`config.mk`:
```
export PLATFORM = sky130hd
export DESIGN_NAME = taint_sram_arbiter
export DESIGN_NICKNAME = d
export VERILOG_FILES = /design/src/rtl/taint_arb_pkg.sv /design/src/rtl/taint_rr_prio.sv /design/src/rtl/taint_sram_arbiter.sv
export SDC_FILE = /design/constraint.sdc
export NUM_CORES = 1
export LEC_CHECK = 0
export ABC_AREA = 1
export CORE_AREA = 4 4 240 242
export DETAILED_ROUTE_END_ITERATION = 10
export DIE_AREA = 0 0 244 246
export PLACE_DENSITY_LB_ADDON = 0.12
export SKIP_LAST_GASP = 1
export SLEW_MARGIN = 25
export SYNTH_ARGS = -nofsm -noshare
export SYNTH_HDL_FRONTEND = slang
export SYNTH_SLANG_ARGS = --single-unit
```
`constraint.sdc`:
```
create_clock -name clk_i -period 5.65 [get_ports clk_i]
set_input_delay 1.4125 -clock clk_i [delete_from_list [all_inputs] [get_ports clk_i]]
set_output_delay 1.4125 -clock clk_i [all_outputs]
set_load 0.05 [all_outputs]
```
`src/rtl/taint_arb_pkg.sv`:
```
// Shared types for the taint-tracked SRAM arbiter: port identifiers and the
// memory request bundle with its bitwise taint twin.
package taint_arb_pkg;

  localparam int NumPorts  = 2;
  localparam int DataWidth = 32;
  localparam int AddrBits  = 15;

  typedef enum logic {
    PORT_INSTR = 1'b0,
    PORT_DATA  = 1'b1
  } port_id_e;

  typedef struct packed {
    logic                 we;
    logic [AddrBits-1:0]  addr;
    logic [DataWidth-1:0] wdata;
    logic [DataWidth-1:0] strb;
  } mem_req_t;

  typedef struct packed {
    logic                 we;
    logic [AddrBits-1:0]  addr;
    logic [DataWidth-1:0] wdata;
    logic [DataWidth-1:0] strb;
  } mem_req_t0_t;

endpackage

```
`src/rtl/taint_rr_prio.sv`:
```
// Winner selection between instruction and data ports with a starvation
// guard for port 0, plus the taint of the selection decision itself.
module taint_rr_prio
  import taint_arb_pkg::*;
#(
  parameter int MaxStarve = 4
) (
  input  logic       clk_i,
  input  logic       rst_i,
  input  logic [1:0] req_i,
  input  logic [1:0] req_i_t0,
  output port_id_e   winner_o,
  output logic       sel_t0_o
);

  localparam logic [3:0] MaxCnt = 4'(MaxStarve);

  logic [3:0] cnt_q, cnt_d;
  logic       cnt_t0_q;

  // Port 1 wins contention unless port 0 has lost MaxStarve times in a row.
  always_comb begin
    winner_o = PORT_INSTR;
    if (req_i[1] && !(req_i[0] && cnt_q == MaxCnt)) begin
      winner_o = PORT_DATA;
    end
    cnt_d = cnt_q;
    if (!req_i[0] || winner_o == PORT_INSTR) begin
      cnt_d = '0;
    end else if (cnt_q != MaxCnt) begin
      cnt_d = cnt_q + 4'd1;
    end
    sel_t0_o = req_i_t0[0] | req_i_t0[1] | cnt_t0_q;
  end

  // Counter taint is sticky: once a tainted decision moved it, it stays tainted.
  always_ff @(posedge clk_i) begin
    if (rst_i) begin
      cnt_q    <= '0;
      cnt_t0_q <= 1'b0;
    end else begin
      cnt_q <= cnt_d;
      if (sel_t0_o && cnt_d != cnt_q) begin
        cnt_t0_q <= 1'b1;
      end
    end
  end

endmodule

```
`src/rtl/taint_sram_arbiter.sv`:
```
// Shares one taint-tracked single-port SRAM between instruction fetch (port 0)
// and data access (port 1), routing the 1-cycle read response to the winner.
module taint_sram_arbiter
  import taint_arb_pkg::*;
#(
  parameter int Width     = 32,
  parameter int AddrWidth = 15,
  parameter int NumTaints = 1,
  parameter int MaxStarve = 4
) (
  input  logic                      clk_i,
  input  logic                      rst_i,
  input  logic [1:0]                req_i,
  input  logic [1:0]                we_i,
  input  logic [1:0][AddrWidth-1:0] addr_i,
  input  logic [1:0][Width-1:0]     wdata_i,
  input  logic [1:0][Width-1:0]     strb_i,
  output logic [1:0]                gnt_o,
  output logic [1:0]                rvalid_o,
  output logic [Width-1:0]          rdata_o,
  input  logic [1:0]                req_i_t0,
  input  logic [1:0]                we_i_t0,
  input  logic [1:0][AddrWidth-1:0] addr_i_t0,
  input  logic [1:0][Width-1:0]     wdata_i_t0,
  input  logic [1:0][Width-1:0]     strb_i_t0,
  output logic [1:0]                gnt_o_t0,
  output logic [1:0]                rvalid_o_t0,
  output logic [Width-1:0]          rdata_o_t0,
  output logic                      mem_req_o,
  output logic                      mem_we_o,
  output logic [AddrWidth-1:0]      mem_addr_o,
  output logic [Width-1:0]          mem_wdata_o,
  output logic [Width-1:0]          mem_strb_o,
  input  logic [Width-1:0]          mem_rdata_i,
  output logic                      mem_req_o_t0,
  output logic                      mem_we_o_t0,
  output logic [AddrWidth-1:0]      mem_addr_o_t0,
  output logic [Width-1:0]          mem_wdata_o_t0,
  output logic [Width-1:0]          mem_strb_o_t0,
  input  logic [Width-1:0]          mem_rdata_i_t0
);

  localparam int ReqBits = $bits(mem_req_t);

  if (NumTaints != 1) begin : g_bad_taints
    $error("taint_sram_arbiter supports exactly one taint colour");
  end
  if (MaxStarve < 1 || MaxStarve > 15) begin : g_bad_starve
    $error("taint_sram_arbiter MaxStarve must be within 1..15");
  end
  if (Width != DataWidth || AddrWidth != AddrBits) begin : g_bad_width
    $error("taint_sram_arbiter widths must match taint_arb_pkg");
  end

  port_id_e                   winner;
  logic                       sel_t0;
  mem_req_t    [NumPorts-1:0] port_req;
  mem_req_t0_t [NumPorts-1:0] port_t0;
  mem_req_t                   win_req;
  mem_req_t0_t                win_t0;
  logic        [ReqBits-1:0]  diff;

  logic     resp_pending, was_write, owner_t0, sel_q, rvalid;
  port_id_e owner;
  logic [1:0] gnt_t0_q;

  taint_rr_prio #(.MaxStarve(MaxStarve)) u_prio (
    .clk_i    (clk_i),
    .rst_i    (rst_i),
    .req_i    (req_i),
    .req_i_t0 (req_i_t0),
    .winner_o (winner),
    .sel_t0_o (sel_t0)
  );

  // A field bit that differs between the ports inherits the selection taint.
  always_comb begin
    for (int i = 0; i < NumPorts; i++) begin
      port_req[i] = '{we: we_i[i], addr: addr_i[i], wdata: wdata_i[i], strb: strb_i[i]};
      port_t0[i]  = '{we: we_i_t0[i], addr: addr_i_t0[i], wdata: wdata_i_t0[i],
                      strb: strb_i_t0[i]};
    end
    win_req = port_req[winner];
    diff    = port_req[0] ^ port_req[1];
    win_t0  = port_t0[winner] | (diff & {ReqBits{sel_t0}});
  end

  assign gnt_o     = ((winner == PORT_DATA) ? 2'b10 : 2'b01) & req_i;
  assign gnt_o_t0  = {2{sel_t0}} | req_i_t0;
  assign mem_req_o = |req_i;
  assign mem_req_o_t0 = (&req_i_t0) | (req_i_t0[0] & ~req_i[1]) | (req_i_t0[1] & ~req_i[0]);
  assign {mem_we_o, mem_addr_o, mem_wdata_o, mem_strb_o} = win_req;
  assign {mem_we_o_t0, mem_addr_o_t0, mem_wdata_o_t0, mem_strb_o_t0} = win_t0;

  // Response bookkeeping; a reset in the response cycle drops the response.
  always_ff @(posedge clk_i) begin
    if (rst_i) begin
      resp_pending <= 1'b0;
      was_write    <= 1'b0;
      owner        <= PORT_INSTR;
      owner_t0     <= 1'b0;
      sel_q        <= 1'b0;
      gnt_t0_q     <= '0;
    end else begin
      resp_pending <= |gnt_o;
      sel_q        <= sel_t0;
      gnt_t0_q     <= gnt_o_t0;
      if (|gnt_o) begin
        owner     <= winner;
        was_write <= win_req.we;
        owner_t0  <= sel_t0;
      end
    end
  end

  assign rvalid      = resp_pending & ~was_write & ~rst_i;
  assign rvalid_o    = (owner == PORT_DATA) ? {rvalid, 1'b0} : {1'b0, rvalid};
  assign rdata_o     = rvalid ? mem_rdata_i : '0;
  assign rvalid_o_t0 = ({2{sel_q}} | gnt_t0_q) & {2{~rst_i}};
  assign rdata_o_t0  = (mem_rdata_i_t0 | {Width{owner_t0}}) & {Width{~rst_i}};

endmodule

```
# Yosys cells after proc, flatten, opt, wreduce, memory -nomap -nowiden

Cells that the tools add are included.
W data, S select, Z words.

Register bits: 12
Output and inout port bits: 234
Logic and storage cells: 54

Add/subtract/negate cells: 1
$lt $le $gt $ge: 1
Equality and inequality tests: 3
Muxes and demuxes: 10
Bitwise gates (word level): 22
Reduce and logical (&&, ||, !) cells: 9

Operator list:

| operator              | number |
|---|---|
| $mux W80              | 4 |
| $and A80 B80 Y80      | 1 |
| $or A80 B80 Y80       | 1 |
| $xor A80 B80 Y80      | 1 |
| $and A32 B32 Y32      | 1 |
| $mux W32              | 1 |
| $or A32 B32 Y32       | 1 |
| $mux W4               | 2 |
| $not A1 Y1            | 5 |
| $add A4 B1 Y4 const B | 1 |
| $and A1 B1 Y1         | 4 |
| $and A2 B2 Y2         | 2 |
| $eq A4 B3 Y1 const B  | 1 |
| $mux W2               | 2 |
| $ne A4 B3 Y1 const B  | 1 |
| $ne A4 B4 Y1          | 1 |
| $or A1 B1 Y1          | 4 |
| $or A2 B2 Y2          | 2 |
| $reduce_or A2 Y1      | 2 |
| $logic_and A1 B1 Y1   | 3 |
| $logic_not A1 Y1      | 2 |
| $lt A1 B2 Y1 const B  | 1 |
| $reduce_and A2 Y1     | 1 |
| $logic_or A1 B1 Y1    | 1 |
| $mux W1               | 1 |

# Depth between registers and ports, before layout

Depth after elaboration: 10
Mapped depth: 12
Mapped depth without buffers: 11

# Modules after synthesis

From an unflattened synthesis, not the netlist that was laid out.

Cell total of the unflattened synthesis: 910
Area total of the unflattened synthesis: 4,245.3 sq um

By module, submodules not included:

| module             | times used | cells each | area an instance (sq um) | sequential area each (sq um) |
|---|---|---|---|---|
| taint_sram_arbiter | 1          | 873        | 3,982.6                  | 140.1 |
| taint_rr_prio      | 1          | 37         | 262.8                    | 100.1 |

# Worst setup path after synthesis

No wires, ideal clock.

Path type: input to output
From: in rst_i
To: out rdata_o[10]
Arrival time: 2.669 ns
Path slack: 1.568 ns
Cell stages on the path: 5
Buffers on the path: 2
Cell sequence: buf_2 > inv_1 > nand3_1 > clkbuf_1 > nor2_1

Cells in the longest elaborated chain, start to end: 3

Ends and longest elaborated chain:

| what          | line                      | source |
|---|---|---|
| from (decl)   | taint_sram_arbiter.sv:12  | `input logic rst_i,` |
| $not A1 Y1    | taint_sram_arbiter.sv:116 | `assign rvalid = resp_pending & ~was_write & ~rst_i;` |
| $and A1 B1 Y1 | taint_sram_arbiter.sv:116 |  |
| $mux W32      | taint_sram_arbiter.sv:118 | `assign rdata_o = rvalid ? mem_rdata_i : '0;` |
| to (decl)     | taint_sram_arbiter.sv:20  | `output logic [Width-1:0] rdata_o,` |

No other way between the ends.

# Worst setup path after layout

From: in req_i_t0[1]
To: out mem_addr_o_t0[3]

Cells in the longest elaborated chain, start to end: 4

Ends and longest elaborated chain:

| what                       | line                     | source |
|---|---|---|
| from (decl)                | taint_sram_arbiter.sv:21 | `input logic [1:0] req_i_t0,` |
| $or A1 B1 Y1 (2 in series) | taint_rr_prio.sv:33      | `sel_t0_o = req_i_t0[0] \| req_i_t0[1] \| cnt_t0_q;` |
| $and A80 B80 Y80           | taint_sram_arbiter.sv:85 | `win_t0 = port_t0[winner] \| (diff & {ReqBits{sel_t0}});` |
| $or A80 B80 Y80            | taint_sram_arbiter.sv:85 |  |
| to (decl)                  | taint_sram_arbiter.sv:37 | `output logic [AddrWidth-1:0] mem_addr_o_t0,` |

No other way between the ends.

==> key figures <==
Outcome
  – Run status: finished, final reports clean

Finish
  – Most common cell after layout, fill and taps aside: clkdlybuf4s50_1
  – Commonest non-fill, non-tap cells in the layout: clkdlybuf4s50_1, nand2_1, buf_12, nor2_1
  – Final Instance Area: between 10000 and 15000 µm²
  – # fillers: 6121
  – Area delta synth->final: 215.6%
  – NumNets Final: 1802
  – Share of cells above drive strength 1: 15.55%
  – Fin cells: 2158

CTS
  – Clock-pin slew on the worst setup and hold paths: 0.04 ns
  – # resized after CTS: 0
  – Htree depth: 1
  – Post-CTS Setup Bufs: 0
  – TritonCTS Buffers: 3
  – Clock Latency Late Sink: 0.24 ns
  – TritonCTS clock tree: yes
  – Max clock buf depth: 2
  – CTS root buf: clkbuf_16
  – TritonCTS Sinks: 12
  – CTS Hold Bufs: 0

GRT
  – Largest net degree at the start of global routing: 98
  – Gr ovfl total: 0
  – Initial antenna violation count: 1
  – Wire length of the first global-routing pass: 51490 µm
  – Vias in the first global route: roughly 7700
  – Tot GR Track Use: 11.23%

Min path
  – Hold Crit Depth: 2
  – Worst Hold Path EP: owner
  – Min-delay worst type: reg -> reg
  – Min-delay src: owner

Setup path
  – RR Startpoint: u_prio.cnt_q[0]
  – Max stage delay on crit path: 0.57 ns
  – CP Launch Type: input port
  – CP bufs+invs: 3
  – Critical-path maximum fanout: 52
  – Family with the most delay on the worst path: buffers and inverters
  – CP Data Arrival Time: 3.49 ns
  – Crit path kind: in -> out
  – Crit path capture type: output port
  – Most Frequent Cell on Critical Path: buf_12
  – R2R setup slack: 3.92 ns
  – CP cell instances: clkdlybuf4s50_1 -> nor3_4 -> buf_12 -> o211ai_1 -> buf_12
  – WP data required: 4.24 ns
  – Critical-path cell with the highest stage delay: clkdlybuf4s50_1
  – R2R depth: 11
  – RR Endpoint: was_write

Floorplanning
  – Die area: 60020 µm²
  – Num ports: roughly 620
  – Die Y: 246 µm
  – Initial Util: 7.622%
  – Site Rows: 86
  – Total core area: 55090 µm²
  – Chip width: roughly 240 µm

STA
  – Hold Violations, Final: 0
  – Final setup vio count: 0
  – Max Slew Vio Count: 0
  – Period utilisation layout: 86.72%
  – Slew headroom: between 50% and 60%
  – Min cycle time layout: 4.900 ns
  – Worst-Margin Slew: approximately 0.6 ns
  – Setup Skew: 0.002241 ns
  – Fmax: 204.1 MHz
  – RSZ-0062 raised after global routing: false
  – Final setup TNS: 0 ns

Synthesis
  – Seq/Total Area, Yosys: 5.721%
  – Flops & latches, synth: 12
  – Mapped Area: around 4200 µm²
  – Syn Inst Count: 827
  – Syn Nets: 1219
  – Ys Warns: 0
  – Syn_area_per_cell: between 5 and 6 µm²
  – Distinct cells, synth: 23

Route
  – DRT Pass-1 Iters: 4
  – Vias: roughly 7300
  – Post-route ant nets: 0
  – Initial DRC count: 182
  – DRC Markers: 0
  – Routed vias/inst: 3.404
  – WL/cell: 16.91 µm
  – Final WL: approximately 36000 µm

Power
  – Leakage: 5.552 nW
  – Pwr Density: roughly 150 nW/µm²
  – Worst VDD drop: 89.09 µV

Placed design
  – Port Buffer Count: between 600 and 700
  – Final HPWL DP: 31250 µm
  – GPL Wtd Cong: 0.8056
  – Placed Area: 13170 µm²
  – Placed cell count: 2153

Job
  – Max Cap Violations: 0
-- how the worst max path moves through the flow --
stage                      from  cells past startpoint  slack (ns)               end
floorplan                 rst_i                      5        1.57       rdata_o[10]
global placement    req_i_t0[1]                      5        0.64  mem_addr_o_t0[3]
detailed placement  req_i_t0[1]                      5        0.64  mem_addr_o_t0[3]
CTS                 req_i_t0[1]                      5        0.64  mem_addr_o_t0[3]
global route        req_i_t0[1]                      5        0.63  mem_addr_o_t0[3]
finish              req_i_t0[1]                      5        0.75  mem_addr_o_t0[3]
-- worst register-to-register path: stages (launching register included) --
cell and delay (ns):
dfxtp_1 0.39, inv_1 0.08, ha_1 0.22, nand2_1 0.08
nor2_2 0.04, nand2_1 0.15, nand2_8 0.09, buf_12 0.20
nand2_1 0.12, nand2_2 0.08, o21ai_1 0.12, inv_1 0.04
-- kinds of logic (layout without fill, tap and decap cells) --
logic type,after synthesis,after routing,synth area share (%)
other,0,2,0
AND/OR/NAND/NOR,541,541,49.31
adder cells (fa/ha/maj),2,2,0.5959
flip-flops,12,12,5.721
buffers and inverters,103,684,12.25
AO/OA/AOI/OAI,89,89,15.44
XOR/XNOR,80,80,16.69
-- final cells by class --
type	count	area (µm²)	share of cell area, %
Antenna cell	2	5.005	0.03777
Clock buffer	3	75.07	0.5665
Inverter	47	181.4	1.369
Multi-Input combinational cell	712	3460	26.11
Sequential cell	12	241.5	1.822
Tap cell	748	935.9	7.063
Timing Repair Buffer	634	8353	63.03
-- metal layers --
layer | GRT usage, % | share of wire [%] | vias up
li1 | - | - | 3748
met1 | 11.75 | 36 | 3241
met4 | 1.485 | 1.2 | 0
met2 | 22.03 | 53 | 343
met5 | 0 | 0 | -
met3 | 3.951 | 9.0 | 14
-- cells in the mapped netlist (all sizes together) --
library cell  number  share of area [%]
a211oi             1               0.18
a21oi              3               0.36
buf               32                5.8
clkbuf            24                2.1
dfxtp             12                5.7
ha                 2               0.60
inv               47                4.3
nand2            414                 37
nand3              5               0.60
nand4              4               0.60
nor2             116                 10
nor3               1               0.24
o211ai            80                 14
o21ai              5               0.60
or2                1               0.15
xnor2             80                 17
-- flip-flops by register name (all words and copies together), names as in the netlist --
signal / count
u_prio.cnt_q: 4
gnt_t0_q: 2
owner: 1
owner_t0: 1
resp_pending: 1
sel_q: 1
u_prio.cnt_t0_q: 1
was_write: 1
-- per-stage QoR --
| step | utilization (%) | power (mW) | worst slack [ns] | hold slack [ns] |
|---|---|---|---|---|
| after floorplan | - | 0.8442 | 1.568 | 0.4553 |
| after global placement | 23.91 | 1.822 | 0.6402 | 0.4715 |
| after detailed placement | 23.91 | 1.818 | 0.6431 | 0.4879 |
| after CTS | 24.04 | 1.955 | 0.6389 | 0.4949 |
| after global routing | 24.05 | 2.014 | 0.6284 | 0.5433 |
| final | 24.05 | 1.923 | 0.7503 | 0.4958 |
-- where the power goes --
group	internal, mW	total (mW)	switching, mW
registers	0.0899	0.0979	0.00792
clock network	0.0921	0.128	0.0357
logic	0.818	1.70	0.879
Note: power is estimated with default switching activity, not from simulation.
==> variant (same flow settings) <==
Make the reset (`rst_i`) asynchronous in 2 clocked blocks.
--- a/src/rtl/taint_rr_prio.sv
+++ b/src/rtl/taint_rr_prio.sv
@@ -34,7 +34,7 @@
   end
 
   // Counter taint is sticky: once a tainted decision moved it, it stays tainted.
-  always_ff @(posedge clk_i) begin
+  always_ff @(posedge clk_i or posedge rst_i) begin
     if (rst_i) begin
       cnt_q    <= '0;
       cnt_t0_q <= 1'b0;
--- a/src/rtl/taint_sram_arbiter.sv
+++ b/src/rtl/taint_sram_arbiter.sv
@@ -93,7 +93,7 @@
   assign {mem_we_o_t0, mem_addr_o_t0, mem_wdata_o_t0, mem_strb_o_t0} = win_t0;
 
   // Response bookkeeping; a reset in the response cycle drops the response.
-  always_ff @(posedge clk_i) begin
+  always_ff @(posedge clk_i or posedge rst_i) begin
     if (rst_i) begin
       resp_pending <= 1'b0;
       was_write    <= 1'b0;
Check against the original RTL: not equivalent (Yosys sat finds a counterexample within 4 cycles, from zero or initial values and one cycle with rst_i high; the reset may be asserted at any time).
==> variant against the unedited design <==
- area after synthesis increased by 0.42%
- wire length decreased by 0.70%
- non-clock buffer count unchanged
- power decreased by 9.5%
- final area decreased by 4.8%
- sequential share of layout area increased by 0.56 points
- first-iteration DRC count increased by 11%
- hold slack got worse by 0.0022 ns
- count of clock-buffer cells in the layout increased by 1
- final cell count increased by 3.0%
- sequential power decreased by 7.7%
- setup slack improved by 0.14 ns
- sequential cell count unchanged
- core utilization decreased by 1.2 points
- critical path type unchanged
- largest power group unchanged
- highest routed layer is now met5
==> variant: results (changes against the unedited design) <==
[synthesis]
yosysUniqueCellTypes=23  ; unchanged
synthCells=887  ; was 827
yosys.cell_count.top_type=nand2_1  ; unchanged
yosysSeqAreaShare=0.0712  ; was 0.0572
ys_async_sr_fraction=1.00  ; was 0
synthFlopType=dfrtp_1  ; was dfxtp_1
synth_nets=1279  ; was 1,219
yosysWarnings=0  ; unchanged
synth_area_leaders=nand2_1, xor2_1, nand3_1  ; was nand2_1, xnor2_1, o211ai_1
synth_common_cells=nand2_1, nor2_1, nand3_1  ; was nand2_1, nor2_1, o211ai_1, xnor2_1, inv_1

[cells_and_area]
layout.nets=1865  ; was 1,802
drive_above_1_share=0.146  ; was 0.156
biggestRegsByFlops=u_prio.cnt_q (4), gnt_t0_q (2)  ; unchanged

[clock_tree]
cts_max_level=1  ; unchanged
clock_path_buffers=2  ; unchanged
clock_latency_ns=0.24  ; about the same
post_cts_buffers=0  ; unchanged
root_buffer=clkbuf_16  ; unchanged
ctsResizeCount=0  ; unchanged
clk_pin_slew_worst_paths_ns=0.05
numCtsBuffers=3  ; unchanged

[setup_path]
crit_arrival_ns=3.35  ; was 3.49 ns
r2r_cells=8  ; was 11
crit_path_max_fanout=59  ; was 52

[grt]
grt_max_degree=98  ; unchanged
grt_usage=0.112  ; about the same
grt_pass1_wl_um=51500  ; about the same
antenna_found_initial=3  ; was 1
grt_remaining_overflow=0  ; unchanged
grt_pass1_vias=8055  ; was 7,742

[worst_hold_path]
hold_path_depth=2  ; unchanged
hold_class=reg2reg  ; unchanged

[placed_design]
gp_congestion=0.852  ; was 0.806
place_hpwl_um=30900  ; was 31,300 µm
io_buffers=623  ; unchanged
pre_cts_slack_ns=0.810  ; was 0.643 ns
post_dp_cell_area_mm2=0.0125  ; was 0.0132 mm²
place_inst=2216  ; was 2,153

[power]
power_leakage_nw=5.86  ; was 5.55 nW
ir_drop_mv=0.0648  ; was 0.0891 mV

[drt]
drt_first_iter_violations=202  ; was 182
dr.pass1.iters=6  ; was 4
routed_wl_um=36200  ; was 36,500 µm
vias=7651  ; was 7,346
viasPerCell=3.44  ; was 3.40

[timing]
slew_headroom=0.565  ; was 0.590
clock_skew_ns=0.000485  ; was 0.00224 ns

[run_status]
status=finished, final reports clean  ; unchanged

[variant: power by group]
part	leakage (nW)	total (mW)	switching, mW	internal, mW
registers	0.131	0.0904	0.00188	0.0885
clock network	0.0442	0.148	0.0411	0.107
logic	5.68	1.50	0.812	0.689
total	5.86	1.74	0.855	0.885
[variant: final cells by class]
type | count | area (µm²)
fill | 6217 | 42500
timing repair buffer | 634 | 7620
multi-input combinational | 777 | 3500
tap | 748 | 936
sequential | 12 | 300
inverter | 45 | 174
clock buffer | 4 | 88.8
antenna | 2 | 5.00
[variant: cells by family (layout without fill, tap and decap cells)]
| kind of cell | count (synthesis) | count (layout) | share of synthesized area |
|---|---|---|---|
| other | 0 | 2 | 0 |
| adder cells (fa/ha/maj) | 2 | 2 | 0.00593 |
| flip-flops | 12 | 12 | 0.0712 |
| XOR/XNOR | 80 | 80 | 0.166 |
| AO/OA/AOI/OAI | 7 | 7 | 0.00949 |
| AND/OR/NAND/NOR | 688 | 688 | 0.642 |
| buffers and inverters | 98 | 683 | 0.105 |
[variant: worst max-delay path: stages]
cell and delay (ns):
clkdlybuf4s50_1 0.77, nand2_8 0.11, inv_6 0.27, buf_12 0.32
nand2_1 0.10, nand3_1 0.14, buf_12 0.15
[variant: routing by layer]
layer	global-route usage	wire, µm	vias to the layer above
li1	-	-	3860
met1	0.110	12300	3374
met2	0.220	19400	389
met3	0.0446	3860	26
met4	0.0235	709	2
met5	0	7	-
[variant: path summary, 6_finish.rpt]
| check | start | end | slack [ns] |
|---|---|---|---|
| hold reg to reg | was_write$_DFFE_PP0P_ | was_write$_DFFE_PP0P_ | 0.49 |
| min in group asynchronous | rst_i | gnt_t0_q[0]$_DFF_PP0_ | 1.66 |
| hold / removal | was_write$_DFFE_PP0P_ | was_write$_DFFE_PP0P_ | 0.49 |
| max in group asynchronous | rst_i | u_prio.cnt_t0_q$_DFFE_PP0P_ | 3.65 |
| setup / recovery | req_i[1] | mem_wdata_o_t0[26] | 0.89 |
| setup reg to reg | u_prio.cnt_q[0]$_DFF_PP0_ | was_write$_DFFE_PP0P_ | 3.78 |
